--- src/rtl/move_pkg.sv ---
// Shared types, widths, state codes and default tuning for the move controller.
package move_pkg;

    localparam int unsigned SPD_W  = 11;
    localparam int unsigned HDNG_W = 12;
    localparam int unsigned SQR_W  = 4;
    localparam int unsigned SET_W  = 3;
    localparam int unsigned ST_W   = 2;

    localparam logic [SPD_W-1:0] SPD_INC_DEF = 11'd8;
    localparam logic [SPD_W-1:0] SPD_DEC_DEF = 11'd32;
    localparam logic [SPD_W-1:0] MAX_SPD_DEF = 11'h2A0;
    localparam logic [SET_W-1:0] SETTLE_DEF  = 3'd4;

    typedef logic [ST_W-1:0] state_t;

    localparam state_t ST_IDLE  = 2'd0;
    localparam state_t ST_TURN  = 2'd1;
    localparam state_t ST_DRIVE = 2'd2;
    localparam state_t ST_DECEL = 2'd3;

    // Accelerate with one extra bit of headroom, clamped at the ceiling.
    function automatic logic [SPD_W-1:0] spd_up(input logic [SPD_W-1:0] spd,
                                                input logic [SPD_W-1:0] inc,
                                                input logic [SPD_W-1:0] lim);
        logic [SPD_W:0] sum;
        sum = {1'b0, spd} + {1'b0, inc};
        if (sum > {1'b0, lim}) return lim;
        return sum[SPD_W-1:0];
    endfunction

    // Decelerate, clamped at zero.
    function automatic logic [SPD_W-1:0] spd_dn(input logic [SPD_W-1:0] spd,
                                                input logic [SPD_W-1:0] dec);
        if (spd < dec) return SPD_W'(0);
        return spd - dec;
    endfunction

endpackage

--- src/rtl/move_ctrl_if.sv ---
// Command/status bundle between the navigator and the move controller.
interface move_ctrl_if;
    import move_pkg::*;

    logic                cmd_vld;
    logic [HDNG_W-1:0]   cmd_hdng;
    logic [SQR_W-1:0]    cmd_sqrs;
    logic                cmd_rdy;
    logic                stop;
    logic                at_hdng;
    logic                cntrIR;
    logic                moving;
    logic [HDNG_W-1:0]   dsrd_hdng;
    logic [SPD_W-1:0]    frwrd_spd;
    logic                cmd_done;

    modport master (
        output cmd_vld, cmd_hdng, cmd_sqrs, stop, at_hdng, cntrIR,
        input  cmd_rdy, moving, dsrd_hdng, frwrd_spd, cmd_done
    );

    modport slave (
        input  cmd_vld, cmd_hdng, cmd_sqrs, stop, at_hdng, cntrIR,
        output cmd_rdy, moving, dsrd_hdng, frwrd_spd, cmd_done
    );

endinterface

--- src/rtl/rise_det.sv ---
// Rising-edge detector: pulse is high while in is high and was low last clock.
module rise_det (
    input  logic clk,
    input  logic rst,
    input  logic in,
    output logic pulse
);

    logic prev_q;
    logic prev_d;

    // Previous-level capture.
    always_comb prev_d = in;

    // Previous-level register.
    always_ff @(posedge clk) begin
        if (rst) prev_q <= 1'b0;
        else     prev_q <= prev_d;
    end

    assign pulse = in & ~prev_q;

endmodule

--- src/rtl/move_ctrl.sv ---
// Move controller: turn to heading, drive N squares with speed ramps, then stop.
module move_ctrl
    import move_pkg::*;
#(
    parameter logic [SPD_W-1:0] SPD_INC = SPD_INC_DEF,
    parameter logic [SPD_W-1:0] SPD_DEC = SPD_DEC_DEF,
    parameter logic [SPD_W-1:0] MAX_SPD = MAX_SPD_DEF,
    parameter logic [SET_W-1:0] SETTLE  = SETTLE_DEF
) (
    input  logic        clk,
    input  logic        rst,
    move_ctrl_if.slave  bus
);

    state_t              state_q,  state_d;
    logic [SPD_W-1:0]    spd_q,    spd_d;
    logic [HDNG_W-1:0]   hdng_q,   hdng_d;
    logic [SQR_W-1:0]    tgt_q,    tgt_d;
    logic [SQR_W-1:0]    cnt_q,    cnt_d;
    logic [SET_W-1:0]    settle_q, settle_d;
    logic                done_q,   done_d;

    logic                sqr_edge;
    logic [SET_W:0]      settle_nxt;
    logic [SQR_W-1:0]    cnt_nxt;

    rise_det u_ir_det (
        .clk   (clk),
        .rst   (rst),
        .in    (bus.cntrIR),
        .pulse (sqr_edge)
    );

    // Next-state, speed profile and counter updates.
    always_comb begin
        state_d    = state_q;
        spd_d      = spd_q;
        hdng_d     = hdng_q;
        tgt_d      = tgt_q;
        cnt_d      = cnt_q;
        settle_d   = settle_q;
        done_d     = 1'b0;
        settle_nxt = {1'b0, settle_q} + (SET_W+1)'(1);
        cnt_nxt    = cnt_q + SQR_W'(1);

        case (state_q)
            ST_IDLE: begin
                spd_d = '0;
                if (bus.cmd_vld) begin
                    state_d  = ST_TURN;
                    hdng_d   = bus.cmd_hdng;
                    tgt_d    = bus.cmd_sqrs;
                    cnt_d    = '0;
                    settle_d = '0;
                end
            end
            ST_TURN: begin
                spd_d = '0;
                if (bus.stop) begin
                    state_d = ST_IDLE;
                    done_d  = 1'b1;
                end else if (!bus.at_hdng) begin
                    settle_d = '0;
                end else if (settle_nxt == {1'b0, SETTLE}) begin
                    settle_d = '0;
                    if (tgt_q != '0) begin
                        state_d = ST_DRIVE;
                    end else begin
                        state_d = ST_IDLE;
                        done_d  = 1'b1;
                    end
                end else begin
                    settle_d = settle_nxt[SET_W-1:0];
                end
            end
            ST_DRIVE: begin
                // Speed holds on the cycle that commits to braking.
                if (bus.stop) begin
                    state_d = ST_DECEL;
                end else if (sqr_edge && (cnt_q != tgt_q)) begin
                    cnt_d = cnt_nxt;
                    if (cnt_nxt == tgt_q) state_d = ST_DECEL;
                    else                  spd_d   = spd_up(spd_q, SPD_INC, MAX_SPD);
                end else begin
                    spd_d = spd_up(spd_q, SPD_INC, MAX_SPD);
                end
            end
            ST_DECEL: begin
                if (spd_q == '0) begin
                    state_d = ST_IDLE;
                    done_d  = 1'b1;
                end else begin
                    spd_d = spd_dn(spd_q, SPD_DEC);
                end
            end
            default: begin
                state_d = ST_IDLE;
                spd_d   = '0;
            end
        endcase
    end

    // State and datapath registers.
    always_ff @(posedge clk) begin
        if (rst) begin
            state_q  <= ST_IDLE;
            spd_q    <= '0;
            hdng_q   <= '0;
            tgt_q    <= '0;
            cnt_q    <= '0;
            settle_q <= '0;
            done_q   <= 1'b0;
        end else begin
            state_q  <= state_d;
            spd_q    <= spd_d;
            hdng_q   <= hdng_d;
            tgt_q    <= tgt_d;
            cnt_q    <= cnt_d;
            settle_q <= settle_d;
            done_q   <= done_d;
        end
    end

    assign bus.cmd_rdy   = (state_q == ST_IDLE);
    assign bus.moving    = (state_q != ST_IDLE);
    assign bus.dsrd_hdng = hdng_q;
    assign bus.frwrd_spd = spd_q;
    assign bus.cmd_done  = done_q;

endmodule
--- src/flat_wrapper.sv ---
// flat-port wrapper written by rule: the top's interface ports become plain ports
module move_ctrl_flat import move_pkg::*;
#(
    parameter logic [SPD_W-1:0] SPD_INC = SPD_INC_DEF,
    parameter logic [SPD_W-1:0] SPD_DEC = SPD_DEC_DEF,
    parameter logic [SPD_W-1:0] MAX_SPD = MAX_SPD_DEF,
    parameter logic [SET_W-1:0] SETTLE  = SETTLE_DEF
)
  (clk, rst, bus_cmd_vld, bus_cmd_hdng, bus_cmd_sqrs, bus_stop, bus_at_hdng, bus_cntrIR, bus_cmd_rdy, bus_moving, bus_dsrd_hdng, bus_frwrd_spd, bus_cmd_done);
  move_ctrl_if bus_i ();
  input  logic clk;
  input  logic rst;
  input wire logic [$bits(bus_i.cmd_vld)-1:0] bus_cmd_vld;
  input wire logic [$bits(bus_i.cmd_hdng)-1:0] bus_cmd_hdng;
  input wire logic [$bits(bus_i.cmd_sqrs)-1:0] bus_cmd_sqrs;
  input wire logic [$bits(bus_i.stop)-1:0] bus_stop;
  input wire logic [$bits(bus_i.at_hdng)-1:0] bus_at_hdng;
  input wire logic [$bits(bus_i.cntrIR)-1:0] bus_cntrIR;
  output wire logic [$bits(bus_i.cmd_rdy)-1:0] bus_cmd_rdy;
  output wire logic [$bits(bus_i.moving)-1:0] bus_moving;
  output wire logic [$bits(bus_i.dsrd_hdng)-1:0] bus_dsrd_hdng;
  output wire logic [$bits(bus_i.frwrd_spd)-1:0] bus_frwrd_spd;
  output wire logic [$bits(bus_i.cmd_done)-1:0] bus_cmd_done;
  assign bus_i.cmd_vld = bus_cmd_vld;
  assign bus_i.cmd_hdng = bus_cmd_hdng;
  assign bus_i.cmd_sqrs = bus_cmd_sqrs;
  assign bus_i.stop = bus_stop;
  assign bus_i.at_hdng = bus_at_hdng;
  assign bus_i.cntrIR = bus_cntrIR;
  assign bus_cmd_rdy = bus_i.cmd_rdy;
  assign bus_moving = bus_i.moving;
  assign bus_dsrd_hdng = bus_i.dsrd_hdng;
  assign bus_frwrd_spd = bus_i.frwrd_spd;
  assign bus_cmd_done = bus_i.cmd_done;
  move_ctrl #(.SPD_INC(SPD_INC), .SPD_DEC(SPD_DEC), .MAX_SPD(MAX_SPD), .SETTLE(SETTLE)) u_core (.clk(clk), .rst(rst), .bus(bus_i));
endmodule
--- config.mk ---
export PLATFORM = sky130hd
export DESIGN_NAME = move_ctrl_flat
export DESIGN_NICKNAME = d
export VERILOG_FILES = /design/src/rtl/move_pkg.sv /design/src/rtl/move_ctrl_if.sv /design/src/rtl/rise_det.sv /design/src/rtl/move_ctrl.sv /design/src/flat_wrapper.sv
export SDC_FILE = /design/constraint.sdc
export NUM_CORES = 1
export LEC_CHECK = 0
export ABC_AREA = 1
export CORE_AREA = 2 2 61 107
export CTS_CLUSTER_SIZE = 20
export DETAILED_ROUTE_END_ITERATION = 16
export DIE_AREA = 0 0 63 109
export MAX_ROUTING_LAYER = met4
export SETUP_SLACK_MARGIN = 0.02
export SLEW_MARGIN = 20
export SYNTH_ARGS = -nofsm -noshare
export SYNTH_HDL_FRONTEND = slang
export SYNTH_SLANG_ARGS = --single-unit
--- constraint.sdc ---
create_clock -name clk -period 2.35 [get_ports clk]
set_input_delay 0.5875 -clock clk [delete_from_list [all_inputs] [get_ports clk]]
set_output_delay 0.5875 -clock clk [all_outputs]
set_load 0.02 [all_outputs]
==> qor.txt, run 1 <==
Fillers -> 650
R2R Setup Slk -> 430 ps
Synth Area in Simple Gates -> 0.368
WL per Instance -> 11.9 µm
Fin crit share -> 0.934
Final wirelength -> 5260 µm
Clock Latency Late Sink -> 290 ps
Mux contribution to synthesized area -> 0
Adder-Cell Fraction of Synth Area -> 0.0365
Die Wd -> 63 µm
Pint -> 1.31 mW
Ranking of synthesized cells by area -> dfxtp_1 (34%), nand2_1 (13%), nor2_1 (9.7%)
Hold Crit Class -> register to register
Synth Flop Type -> dfxtp_1
PostCTS Resize Cnt -> 0
Sw frac -> 0.388
Syn avg cell area -> 6.64 µm²
Largest family of logic cells by synthesized area -> simple AND/OR/NAND/NOR gates
Tot Pwr -> 2.14 mW
Global-route wire length before repair -> 8910 µm
Clock Path Buffers -> 2
Area of the die -> 0.00687 mm²
Post-route ant nets -> 0
Hold EP -> u_core.settle_q[2]$_SDFFE_PP0P_
Post-synthesis cell count -> 310
Utilization after layout -> 0.446
I/O pins -> 48
Worst path arrival time -> 1610 ps
Ys async rst share -> 0
Reg2reg start -> u_core.bus.frwrd_spd[3]$_SDFFE_PP0P_
F_max -> 455 MHz
Synth top area share -> 0.341
Initial Utilization -> 0.341
Clock buffer count from CTS -> 5
Largest net degree at the start of global routing -> 20
Initial antenna violation count -> 0
Crit-path cells -> nor2_1 -> clkdlybuf4s50_1
Final setup vio count -> 0
Post-synth top cells -> nand2_1 (72), nor2_1 (53), dfxtp_1 (35)
Clock group share of total power -> 0.230
Number of synthesized flops with an enable pin -> 0
Htree depth -> 2
Post-Synth XOR/XNOR Area -> 0.0414
CP Max Fanout -> 6
Port bufs -> 44
PwrDens -> 795 mW/mm²
Share of cells above drive strength 1 -> 0.100
CP startpoint kind -> register
Worst r2r dst -> u_core.bus.frwrd_spd[6]$_SDFFE_PP0P_
HP Start -> u_core.settle_q[2]$_SDFFE_PP0P_
Critical path buffers and inverters -> 1
R2R cell count -> 11
Sequential share of power -> 0.368
Worst path slowest cell -> clkdlybuf4s50_1
TNS Setup -> 0 ps
CTS root buffer -> clkbuf_8
RSZ-0062 raised after global routing -> no
Sequential Area -> 701 µm²
Slowest stage delay, CP -> 660 ps
LEAKAGE -> 1.21 nW
Setup Buffers After CTS -> 0
Final Cell Area -> 0.00270 mm²
Post-synthesis compound-gate area fraction -> 0.123
DIE HEIGHT -> 109 µm
Drt via density -> 4.73
Yosys warns -> 0
RePlAce Congestion -> 0.876
Run status -> finished, final reports clean
Vias in the first global route -> 2026
Post-synth cell types -> 38
Hold depth -> 2
Max IR drop VDD -> 489 µV
Grt ovf -> 0
DP HPWL -> 4050 µm
Placed Area -> 0.00259 mm²
Final hold slack -> 509 ps
P_sw -> 830 µW
# hold bufs at CTS -> 0
Cell taking the most area after synthesis -> dfxtp_1
Via count -> 2081
Clock slew at reported path FFs -> 70 ps
Critical path capture point type -> output pin
Detailed Routing Iterations Pass 1 -> 4
CP Class -> register to output pin
Final Max Tran Viols -> 0
Multi-input logic area -> 0.00118 mm²
#FFs+latches synth -> 35
Core outline area -> 0.00604 mm²
Row cnt -> 38
Sink Count -> 35
Fin crit period -> 2200 ps
CTS tree -> done
Seq/Total Area, Yosys -> 0.341
Synthesized cell area -> 0.00206 mm²
All-layer global routing usage -> 0.167
Layout area overhead -> 31.0%
Final #Nets -> 387
Worst path required time -> 1760 ps
Clock skew -> 4.42 ps
# diodes -> 0
Hold Fails Final Rpt -> 0
Combinational cell fraction of total power -> 0.402
# DRC -> 0
Max-cap viol count -> 0
Family with the most delay on the worst path -> buffers and inverters
1st-iter DRT viols -> 57
Most frequent cell after synthesis -> nand2_1
worst min-delay path, delay by kind of cell, from the launching register on:
kind / cells / cell delay (ps)
AO/OA/AOI/OAI: 1 / 60
AND/OR/NAND/NOR: 1 / 70
flip-flops: 1 / 340
flip-flops by register name (all words and copies together) (netlist names):
signal                  cells
u_core.settle_q             3
u_core.tgt_q                4
u_core.state_q              2
u_core.u_ir_det.prev_q      1
u_core.bus.frwrd_spd        8
u_core.bus.dsrd_hdng       12
u_core.cnt_q                4
u_core.bus.cmd_done         1
placed cells by master (no fill, tap or decap), drive strengths merged:
master / n
dfxtp: 35
xnor2: 2
conb: 3
xor2: 6
nor3b: 1
nand4: 7
nor3: 4
o21a: 2
a211oi: 2
a21oi: 13
buf: 4
nand3b: 1
a22oi: 1
inv: 37
and2: 2
clkdlybuf4s50: 44
clkbuf: 7
or2: 2
nor4: 1
o21ai: 27
nand2: 75
nand3: 19
nor2: 58
clkinvlp: 1
ha: 6
cells by family (layout without fill, tap and decap cells):
group | count (synthesis) | after routing
other | 1 | 3
buffers and inverters | 45 | 93
xor gates and xnor gates | 8 | 8
DFF | 35 | 35
and+or+nand+nor | 170 | 170
AOI/OAI and AO/OA | 45 | 45
adders and majority gates | 6 | 6
final cells by class:
type,count,share of cell area
clock buffers,7,0.0357
clock inverters,1,0.00279
inverters,37,0.0515
multi-input cells,232,0.438
flip-flops and latches,35,0.260
well taps,80,0.0371
repair buffers,48,0.175
power by group through the flow:
| stage | Sequential [mW] | Combinational (mW) | Clock [mW] |
|---|---|---|---|
| 2_1_floorplan | 0.850 | 0.482 | 0 |
| 3_3_place_gp | 0.796 | 0.858 | 0 |
| 3_5_place_dp | 0.797 | 0.865 | 0 |
| 4_1_cts | 0.787 | 0.869 | 0.505 |
| 5_1_grt | 0.804 | 0.952 | 0.531 |
| 6_report | 0.788 | 0.862 | 0.493 |
per-layer routing:
layer / vias up / track usage / share of wire
met5: - / - / 0
met4: 0 / 0.0730 / 0.024
met1: 938 / 0.162 / 0.40
met2: 57 / 0.320 / 0.53
met3: 10 / 0.0279 / 0.041
li1: 1076 / - / -
how the worst max path moves through the flow:
stage	start	to	cells past startpoint
6_report	u_core.state_q[0]$_SDFFE_PP0P_	bus_cmd_rdy	2
5_1_grt	u_core.state_q[0]$_SDFFE_PP0P_	bus_moving	3
4_1_cts	u_core.state_q[0]$_SDFFE_PP0P_	bus_cmd_rdy	2
3_5_place_dp	bus_cntrIR	u_core.bus.frwrd_spd[3]$_SDFFE_PP0P_	12
3_3_place_gp	bus_stop	u_core.state_q[1]$_SDFFE_PP0P_	9
2_1_floorplan	u_core.bus.frwrd_spd[3]$_SDFFE_PP0P_	u_core.bus.frwrd_spd[5]$_SDFFE_PP0P_	13
through the flow:
step / worst slack (ps) / cells
after floorplan: 593 / 312
after global placement: 287 / 432
after detailed placement: 291 / 432
after CTS: 160 / 440
after global routing: 112 / 440
final: 155 / 440
No activity file was read; power rests on OpenSTA's default activity.
==> run 2, diff against run 1 <==
--- a/config.mk
+++ b/config.mk
@@ -5,11 +5,12 @@
 export SDC_FILE = /design/constraint.sdc
 export NUM_CORES = 1
 export LEC_CHECK = 0
-export ABC_AREA = 1
-export CORE_AREA = 2 2 61 107
+export ABC_AREA = 0
+export CAP_MARGIN = 40
+export CORE_AREA = 2 2 62 109
 export CTS_CLUSTER_SIZE = 20
 export DETAILED_ROUTE_END_ITERATION = 16
-export DIE_AREA = 0 0 63 109
+export DIE_AREA = 0 0 64 111
 export MAX_ROUTING_LAYER = met4
 export SETUP_SLACK_MARGIN = 0.02
 export SLEW_MARGIN = 20
==> qor.txt, run 2 <==
Tot Pwr -> 1.57 mW (-27%)
Clock Latency Late Sink -> 280 ps (about the same)
Commonest non-fill, non-tap cells in the layout -> nand2_1 (51), clkdlybuf4s50_1 (44), dfxtp_1 (35)
Most common cell after layout, fill and taps aside -> nand2_1
All-layer global routing usage -> 0.169 (+0.00187)
# DRC -> 0 (unchanged)
CP startpoint kind -> register
# diodes -> 0 (unchanged)
CP Class -> register to output pin
Clock slew at reported path FFs -> 50 ps (-20 ps)
Final #Nets -> 342 (-12%)
# hold bufs at CTS -> 0 (unchanged)
Share of cells above drive strength 1 -> 0.102 (+0.00159)
Final setup vio count -> 0 (unchanged)
I/O pins -> 48 (unchanged)
Utilization after layout -> 0.445 (-0.00169)
Core outline area -> 0.00629 mm² (+4.2%)
Final hold slack -> 450 ps (-58.9 ps)
Ranking of synthesized cells by area -> dfxtp_1 (33%), nand2_1 (9.0%), a21oi_1 (5.9%)
Post-synthesis cell count -> 268 (-14%)
Run status -> finished, final reports clean
Vias in the first global route -> 1983 (-2.1%)
Detailed Routing Iterations Pass 1 -> 4 (unchanged)
Worst path arrival time -> 1600 ps (about the same)
CTS root buffer -> clkbuf_16
Drt via density -> 5.17 (+9.4%)
1st-iter DRT viols -> 66 (+16%)
Sink Count -> 35 (unchanged)
Yosys warns -> 0 (unchanged)
Sequential Area -> 701 µm² (unchanged)
Htree depth -> 2 (unchanged)
Cell taking the most area after synthesis -> dfxtp_1
Synthesized cell area -> 0.00212 mm² (+3.2%)
Post-synth top cells -> nand2_1 (51), dfxtp_1 (35), a21oi_1 (25)
Hold Crit Class -> register to register
Multi-input logic area -> 0.00126 mm² (+6.7%)
Synth Flop Type -> dfxtp_1
Final Max Tran Viols -> 0 (unchanged)
Clock skew -> 1.76 ps (-2.66 ps)
DP HPWL -> 4280 µm (+5.5%)
Max IR drop VDD -> 494 µV (+1.1%)
Worst path required time -> 1760 ps (about the same)
Relative slew slack -> 0.637
PwrDens -> 562 mW/mm² (-29%)
Initial antenna violation count -> 0 (unchanged)
Worst Tran Pin Value -> 543 ps
WL per Instance -> 13.9 µm (+16%)
LEAKAGE -> 1.08 nW (-11%)
Ys async rst share -> 0 (unchanged)
Critical path capture point type -> output pin
Hold Fails Final Rpt -> 0 (unchanged)
Via count -> 2054 (-1.3%)
Global-route wire length before repair -> 9230 µm (+3.6%)
Syn avg cell area -> 7.92 µm² (+19%)
Most frequent cell after synthesis -> nand2_1
Seq/Total Area, Yosys -> 0.330 (-0.0104)
Number of synthesized flops with an enable pin -> 0 (unchanged)
Grt ovf -> 0 (unchanged)
Die Wd -> 64 µm (+1.6%)
DIE HEIGHT -> 111 µm (+1.8%)
Port bufs -> 44 (unchanged)
#FFs+latches synth -> 35 (unchanged)
Final Cell Area -> 0.00280 mm² (+3.9%)
Setup Buffers After CTS -> 0 (unchanged)
Final wirelength -> 5520 µm (+5.0%)
Area of the die -> 0.00710 mm² (+3.5%)
Row cnt -> 39 (+2.6%)
Max-cap viol count -> 0 (unchanged)
CTS tree -> done
Fillers -> 631 (-2.9%)
Layout area overhead -> 31.9%
F_max -> 457 MHz (+0.26%)
Post-synth cell types -> 51 (+34%)
Largest net degree at the start of global routing -> 33 (+65%)
Clock buffer count from CTS -> 5 (unchanged)
Placed Area -> 0.00264 mm² (+1.9%)
TNS Setup -> 0 ps (unchanged)
Initial Utilization -> 0.337 (-0.00354)
Synth top area share -> 0.330 (-0.0104)
Clock Path Buffers -> 2 (unchanged)
Fin crit period -> 2190 ps (-5.80 ps)
CP Max Fanout -> 10 (+4)
Fin crit share -> 0.932 (-0.00247)
RSZ-0062 raised after global routing -> no
Post-route ant nets -> 0 (unchanged)
RePlAce Congestion -> 0.813 (-7.2%)
Max FFs per register -> 12 (unchanged)
==> run 2: cell types whose count changed after synthesis, sizes merged, moves of 10 or more <==
cell	delta
a21oi	+12
clkbuf	+10
inv	-30
nand2	-24
nand3	-10
nor2	-38
o21ai	-20
==> run 2: metal layers <==
layer	part of all wire	global-route usage	vias to the layer above
li1	-	-	1028
met1	0.35	0.156	932
met2	0.56	0.315	74
met3	0.042	0.0274	20
met4	0.043	0.0957	0
met5	0	-	-
==> run 2: final timing paths <==
path                                                           start                              endpoint  slack (ps)  depth (start not counted)
worst max-delay path                  u_core.state_q[1]$_SDFFE_PP0P_                            bus_moving         160                          3
worst min-delay path            u_core.bus.dsrd_hdng[8]$_SDFFE_PP0P_  u_core.bus.dsrd_hdng[8]$_SDFFE_PP0P_         450                          2
worst max register to register  u_core.bus.frwrd_spd[3]$_SDFFE_PP0P_  u_core.bus.frwrd_spd[6]$_SDFFE_PP0P_         270                          7
worst min register to register  u_core.bus.dsrd_hdng[8]$_SDFFE_PP0P_  u_core.bus.dsrd_hdng[8]$_SDFFE_PP0P_         450                          2
==> run 2: layout make-up <==
cell class	count	share of cell area
tap	82	0.0367
inverter	7	0.00939
clock buffer	8	0.0559
sequential	35	0.250
multi-input combinational	206	0.450
timing repair buffer	59	0.198
==> run 2: worst max-delay path: stages, from the launching register on <==
cell and delay [ps]:
dfxtp_1 510, nor2_1 150, inv_1 70, clkdlybuf4s50_1 590
==> run 2: per-stage QoR <==
stage,cells,worst slack [ps]
after floorplan,270,390
after global placement,389,31.0
after detailed placement,389,-25.9
after CTS,397,158
after global routing,397,65.8
final,397,160
==> run 2: kinds of logic after synthesis <==
group	share of synthesized area
other	0.00177
adder cells (fa/ha/maj)	0.0354
AND/OR/NAND/NOR	0.269
XOR/XNOR	0.0649
buffers and inverters	0.0808
flip-flops	0.330
multiplexers	0.00943
AO/OA/AOI/OAI	0.208
==> run 2: where the power goes <==
part	switching (mW)	internal (mW)	total [mW]
clock	0.238	0.451	0.689
combinational	0.127	0.116	0.242
sequential	0.0227	0.619	0.642
==> run 2: timing repair <==
item / CTS / global route
setup endpoints to repair: 0 / 1
resized for setup: 0 / 1
endpoints found under the hold margin: 0 / 0
